## src/rtl/noise_voice.sv

```systemverilog
// Sample-and-hold noise voice with a linear attack/sustain/release gain envelope.
// Optional one-pole lowpass on the held value is enabled with macro NOISE_VOICE_LPF_EN.
module noise_voice #(
   parameter int unsigned RW    = 8,
   parameter int unsigned ACC_W = 16
) (
   input  logic                 clk,
   input  logic                 rst_n,
   input  logic                 sample_en,
   input  logic [RW-1:0]        rnd_in,
   input  logic [ACC_W-1:0]     rate,
   input  logic                 gate,
   input  logic [6:0]           level,
   output logic signed [RW-1:0] sout,
   output logic                 sout_valid,
   output logic                 busy
);
   localparam int unsigned GW = 7;
   localparam int unsigned PW = RW + 8;

   typedef enum logic [1:0] {
      ST_OFF     = 2'd0,
      ST_ATTACK  = 2'd1,
      ST_SUSTAIN = 2'd2,
      ST_RELEASE = 2'd3
   } state_t;

   state_t               r_state;
   state_t               w_state_nxt;
   logic [GW-1:0]        r_gain;
   logic [GW-1:0]        w_gain_nxt;
   logic [GW-1:0]        w_att_gain;
   logic                 w_att_done;
   logic [GW-1:0]        w_rel_gain;
   logic                 w_rel_off;
   logic [GW-1:0]        w_trk_gain;
   logic                 r_busy;

   logic [ACC_W-1:0]     r_acc;
   logic [ACC_W:0]       w_sum;
   logic signed [RW-1:0] r_hold;
   logic signed [RW-1:0] w_rnd_s;
   logic signed [RW-1:0] w_src;
   logic signed [PW-1:0] w_prod;
   logic                 r_s1_vld;
   logic                 r_valid;
   logic signed [RW-1:0] r_sout;

   // Phase accumulator; its carry-out marks a hold reload.
   assign w_sum   = {1'b0, r_acc} + {1'b0, rate};
   // Offset-binary to two's complement: flip the MSB.
   assign w_rnd_s = {~rnd_in[RW-1], rnd_in[RW-2:0]};

   always_ff @(posedge clk or negedge rst_n) begin
      if (!rst_n) begin
         r_acc  <= '0;
         r_hold <= '0;
      end else if (sample_en) begin
         r_acc <= w_sum[ACC_W-1:0];
         if (w_sum[ACC_W]) begin
            r_hold <= w_rnd_s;
         end
      end
   end

   // Candidate gain steps shared by the envelope states.
   assign w_att_gain = (r_gain < level) ? r_gain + GW'(1) : r_gain;
   assign w_att_done = (w_att_gain >= level);
   assign w_rel_gain = (r_gain == '0) ? '0 : r_gain - GW'(1);
   assign w_rel_off  = (w_rel_gain == '0);
   assign w_trk_gain = (r_gain < level) ? r_gain + GW'(1) :
                       (r_gain > level) ? r_gain - GW'(1) : r_gain;

   always_ff @(posedge clk or negedge rst_n) begin
      if (!rst_n) begin
         r_state <= ST_OFF;
         r_gain  <= '0;
         r_busy  <= 1'b0;
      end else if (sample_en) begin
         r_state <= w_state_nxt;
         r_gain  <= w_gain_nxt;
         r_busy  <= (w_state_nxt != ST_OFF);
      end
   end

   always_comb begin
      w_state_nxt = r_state;
      w_gain_nxt  = r_gain;
      case (r_state)
         ST_OFF: begin
            w_gain_nxt = '0;
            if (gate) begin
               w_gain_nxt  = w_att_gain;
               w_state_nxt = w_att_done ? ST_SUSTAIN : ST_ATTACK;
            end
         end
         ST_ATTACK, ST_RELEASE: begin
            if (gate) begin
               w_gain_nxt  = w_att_gain;
               w_state_nxt = w_att_done ? ST_SUSTAIN : ST_ATTACK;
            end else begin
               w_gain_nxt  = w_rel_gain;
               w_state_nxt = w_rel_off ? ST_OFF : ST_RELEASE;
            end
         end
         ST_SUSTAIN: begin
            if (gate) begin
               w_gain_nxt = w_trk_gain;
            end else begin
               w_gain_nxt  = w_rel_gain;
               w_state_nxt = w_rel_off ? ST_OFF : ST_RELEASE;
            end
         end
         default: begin
            w_state_nxt = ST_OFF;
            w_gain_nxt  = '0;
         end
      endcase
   end

`ifdef NOISE_VOICE_LPF_EN
   localparam int unsigned FW = RW + 2;
   localparam logic signed [FW-1:0] SAT_HI = FW'((2 ** (RW - 1)) - 1);
   localparam logic signed [FW-1:0] SAT_LO = ~SAT_HI;

   logic signed [FW-1:0] r_filt;
   logic signed [FW:0]   w_diff;

   // One-pole lowpass toward the pre-update hold value.
   assign w_diff = (FW+1)'(r_hold) - (FW+1)'(r_filt);

   always_ff @(posedge clk or negedge rst_n) begin
      if (!rst_n) begin
         r_filt <= '0;
      end else if (sample_en) begin
         r_filt <= r_filt + FW'(w_diff >>> 2);
      end
   end

   always_comb begin
      if (r_filt > SAT_HI) begin
         w_src = {1'b0, {(RW-1){1'b1}}};
      end else if (r_filt < SAT_LO) begin
         w_src = {1'b1, {(RW-1){1'b0}}};
      end else begin
         w_src = RW'(r_filt);
      end
   end
`else
   assign w_src = r_hold;
`endif

   // Stage 2: scale by gain/128, floor via arithmetic shift.
   assign w_prod = PW'(w_src) * PW'($signed({1'b0, r_gain}));

   always_ff @(posedge clk or negedge rst_n) begin
      if (!rst_n) begin
         r_s1_vld <= 1'b0;
         r_valid  <= 1'b0;
         r_sout   <= '0;
      end else begin
         r_s1_vld <= sample_en;
         r_valid  <= r_s1_vld;
         if (r_s1_vld) begin
            r_sout <= RW'(w_prod >>> 7);
         end
      end
   end

   assign sout       = r_sout;
   assign sout_valid = r_valid;
   assign busy       = r_busy;

endmodule

```

## config.mk

```make
export PLATFORM = sky130hd
export DESIGN_NAME = noise_voice
export DESIGN_NICKNAME = d
export VERILOG_FILES = /design/src/rtl/noise_voice.sv
export SDC_FILE = /design/constraint.sdc
export NUM_CORES = 1
export LEC_CHECK = 0
export CORE_UTILIZATION = 55
export CTS_CLUSTER_SIZE = 10
export DETAILED_ROUTE_END_ITERATION = 10
export PLACE_DENSITY = 0.76
export SLEW_MARGIN = 10
export SYNTH_ARGS = -nofsm -noshare
export SYNTH_HDL_FRONTEND = slang
export SYNTH_SLANG_ARGS = --single-unit
```

## constraint.sdc

```tcl
create_clock -name clk -period 14.8 [get_ports clk]
set_input_delay 2.96 -clock clk [delete_from_list [all_inputs] [get_ports clk]]
set_output_delay 2.96 -clock clk [all_outputs]
set_load 0.02 [all_outputs]
```

# Yosys cells after proc, flatten, opt, wreduce, memory -nomap -nowiden
# Index checks and enable logic that the tools add are counted.
# W data, S select, Z words.
[word_totals]
ff_bits = 44
inputBits = 35
output_inout_bits = 10
word_cells = 41
[op_classes]
eq_ne = 4
order_cmp = 3
reduce_logical = 7
mul = 1
addsub = 3
bitwise_logic = 1
n_mux = 14
[ops]
columns = ["operator", "n"]
rows = [
  ["$mux W7", 7],
  ["$pmux W7 S3", 1],
  ["$add A16 B16 Y17", 1],
  ["$mul A8 B8 Y15", 1],
  ["$logic_not A7 Y1", 2],
  ["$mux W2", 5],
  ["$add A7 B1 Y7 const B", 1],
  ["$ge A7 B7 Y1", 1],
  ["$gt A7 B7 Y1", 1],
  ["$lt A7 B7 Y1", 1],
  ["$sub A7 B1 Y7 const B", 1],
  ["$pmux W2 S3", 1],
  ["$eq A2 B2 Y1 const B", 2],
  ["$ne A4 B4 Y1 const B", 1],
  ["$reduce_and A2 Y1", 2],
  ["$eq A2 B1 Y1 const B", 1],
  ["$logic_not A2 Y1", 1],
  ["$reduce_bool A2 Y1", 1],
  ["$reduce_or A2 Y1", 1],
  ["$not A1 Y1", 1],
]

# Longest topological paths before layout
[depth]
ltp_word = 7
mapped_depth = 19
mapped_depth_nobuf = 17

# Worst setup path before layout
# OpenSTA, ideal clock, no wires.
[synth_timing]
kind = "input port to flip-flop"
from = "input level[1]"
to = "register r_state[0]"
slack_ns = 8.995
stages = 13
required_ns = 14.734
arrival_ns = 5.738
setup_ns = 0.066
path_buffers = 0
path_cell_list = "inv_1 ha_1 nor2b_1 o21a_1 o21ba_2 or4_1 xnor2_1 ha_1 or3_1 a221oi_1 nor2_1 o32ai_1 a22o_1"
[synth_between]
elab_chain_len = 6
word_cells_on_any_way = 7
cone_classes = "order compare: 2; mux: 5"
[synth_rtl]
columns = ["element", "line_no", "text"]
rows = [
  ["from (decl)", "13", "input logic [6:0] level,"],
  ["$lt A7 B7 Y1", "67", "assign w_att_gain = (r_gain < level) ? r_gain + GW'(1) : r_gain;"],
  ["$mux W7", "67", ""],
  ["$ge A7 B7 Y1 (*)", "68", "assign w_att_done = (w_att_gain >= level);"],
  ["$mux W2 (*)", "94, 100", ""],
  ["$mux W2, on equally long branches", "98, 92", ""],
  ["$pmux W2 S3 (*)", "89", "case (r_state)"],
  ["to (signal assigned)", "80", "r_state <= w_state_nxt;"],
  ["to (decl)", "28", "state_t r_state;"],
]
# Mark *: on every way between the ends. The rest lies on a longest branch, timed or not.
# A chain may end at the register's enable or synchronous reset.

# Worst setup path in the final report
# Same ends and word-level chain as after synthesis.

==> results.md <==
- Critical Path Sink Type: flop
- Clock-pin slew of the registers on the worst-case setup and hold paths: roughly 100 ps
- Core area: between 9000 and 10000 µm²
- Routability cong.: about 0.88
- Hold_buf cts: 0
- Synth top cells by count: inv_1, ha_1, and2_1
- I/O pin count: 45
- Worst hold stages: 1
- Fmax: 0.157 GHz
- Fin. Hold Viols: 0
- Number of library cell types mapped by synthesis: 64
- Drc violations: 0
- Most frequent cell after synthesis: inv_1
- TritonCTS clock tree: done
- GRT overflow: 0
- Flop-to-flop setup slack: between 9000 and 10000 ps
- Global-route wire length before repair: 20300 µm
- N_diodes: 0
- Sequential fraction of the synthesis area: a little under 20%
- Post-Synthesis Mean Instance Area: between 8 and 9 µm²
- Largest net degree at the start of global routing: 45
- Worst r2r src: r_gain[2]
- CTS sink cnt: 44
- Synth Area in XOR/XNOR: under 10%
- Clk root buf: clkbuf_8
- Syn Nets: between 700 and 800
- HP Class: flop to flop
- Initial antenna violation count: 0
- Critical path peak fanout: 6
- Starting Density: about 57%
- Htree depth: 2
- Critical Path AT: 6610 ps
- Max cap viols: 0
- Simple-gate share of the synthesized area: a little under a fifth
- Top cell type's share of synthesized area: between 10% and 20%
- Tot GR Track Use: between 20% and 30%
- Drt wl/cell: roughly 15 µm
- Post-Synth Adder-Cell Area: between 20% and 30%
- Flops & latches, synth: 44
- Layout cells sized above 1: 6.29%
- Die width: between 100 and 150 µm
- Setup TNS: 0 ps
- DIE AREA: 10500 µm²
- Status: finished, final reports clean
- ANT nets after route: 0
- Critical Path Source: level[1]
- CP required: ~15000 ps
- Slew of the pin with the lowest slew margin: 1080 ps
- Ys Warns: 0
- Clk_skew: 11.7 ps
- Synth-to-layout area growth: 11.2%
- Most frequently used flop master after synthesis: dfrtp_1
- Vias in the first global route: 4483
- Setup CP Type: primary input to flop
- Fin crit period: about 6400 ps
- Post-CTS setup buffers: 0
- Yosys top cell by area: dfrtp_1
- Slew Limit Fails: 0
- DRT Pass-1 Iters: 4
- Fin util: between 60% and 70%
- Post-synthesis mux area share: slightly below 5%
- Worst hold slack: slightly below 500 ps
- Die Y: 102 µm
- Clock Path Buffers: 2
- Main combinational cell family by area after synthesis: adder cells
- Nets@finish: between 700 and 800
- Hold worst-path end: busy
- Starting DRT DRC Count: 163
- Top cells by area, synth: dfrtp_1, fa_1, ha_1
- Worst Setup Start Kind: primary input
- Routed vias/inst: between 5 and 6
- Row cnt: 36
- Post-CTS Resized: 0
- Synth Area in Compound Gates: 15.3%
- Estimated wirelength of the detail-placed design: 9170 µm
- Reg2Reg Depth: 17
- Worst-Skew Late Latency: about 310 ps
- Terminus of the critical flop-to-flop path: sout[6]
- Share of flip-flops with an asynchronous set or reset: 100%
- Final Setup Violations: 0
- Worst Min Path Start: busy
- Post-synth EDFFs: 0
- Routed WL: around 12000 µm
- Slew headroom: 28.3%
- Post-synthesis cell area: about 5600 µm²
- CTS buffer count: 5
- Via count: 4545
- # port buffers: 44
- Final Cycle Share: 42.9%
- RSZ-0062 raised after global routing: false
- Synth Instances: between 600 and 700
[logic make-up (layout without fill, tap and decap cells)]
logic type / count (synthesis) / after routing
simple gates: 190 / 190
xor+xnor: 30 / 30
fa+ha+maj: 104 / 104
mux: 25 / 25
compound gates: 120 / 120
buf+inv: 109 / 139
flops: 44 / 44
[layout make-up]
cell class                      instances  area, µm²
Inverter                               87        327
Fill cell                             841       3600
Tap cell                              133        166
Timing Repair Buffer                   45        443
Multi-Input combinational cell        469       4040
Clock buffer                            7       96.3
Sequential cell                        44       1100
[through the flow]
stage,area (µm²),setup WS (ps),std cells
2_1_floorplan,5550,9000,622
3_3_place_gp,6080,8370,778
4_1_cts,6170,8500,785
5_1_grt,6170,8280,785
3_5_place_dp,6080,8170,778
6_report,6170,8450,785
[placed cells by master, fill, tap and decap left out, drive strengths merged, types with 3 or more instances in the layout]
cell type	netlist	routed
inv	85	85
ha	60	60
and2	47	47
nand2	44	44
fa	44	44
dfrtp	44	44
clkdlybuf4s50	0	43
nor2	29	29
a21oi	27	27
o21ai	22	22
mux2	19	19
xnor2	18	18
nand3	15	15
nor3	14	14
xor2	12	12
a21o	10	10
nor2b	9	9
o31ai	8	8
clkbuf	18	7
a31oi	7	7
mux2i	6	6
nor4	6	6
o311ai	5	5
o211ai	5	5
or3	5	5
o21a	4	4
nand4	4	4
o21bai	4	4
o22ai	4	4
a221oi	4	4
and3	4	4
nand2b	3	3
nand4b	3	3
nor3b	3	3
o41ai	3	3
[worst max-delay path: stages]
cell	delay, ps
clkdlybuf4s50_1	450
inv_1	60
ha_1	300
nor2b_1	140
o21a_1	200
o21ba_2	260
or4_1	600
xnor2_1	170
ha_1	210
or3_1	330
a221oi_1	350
nor2_1	130
o32ai_1	260
a22o_1	180
[sequential cells by signal, summed over array words and instances, names as in the netlist]
name,cells
r_acc,16
r_hold,8
sout,8
r_gain,7
r_state,2
busy,1
r_s1_vld,1
sout_valid,1
[worst max-delay path by stage]
stage,slack [ps],cells after the start,to
after CTS,8500,16,r_state[0]
final,8450,14,r_state[0]
after global routing,8280,16,r_state[0]
after global placement,8370,14,r_state[0]
after detailed placement,8170,16,r_state[0]
after floorplan,9000,13,r_state[0]
[layer usage]
layer / global-route usage (%) / wire, µm / up-vias / part of all wire [%]
met5: 0 / 0 / - / 0
met4: 7.14 / 199 / 0 / 1.7
met3: 3.83 / 553 / 17 / 4.6
met2: 42.6 / 5840 / 114 / 49
met1: 32.2 / 5340 / 2230 / 45
li1: - / - / 2184 / -
Power is not shown: default switching activity piles up to over one toggle a cycle in this logic, so the estimate is an artifact.
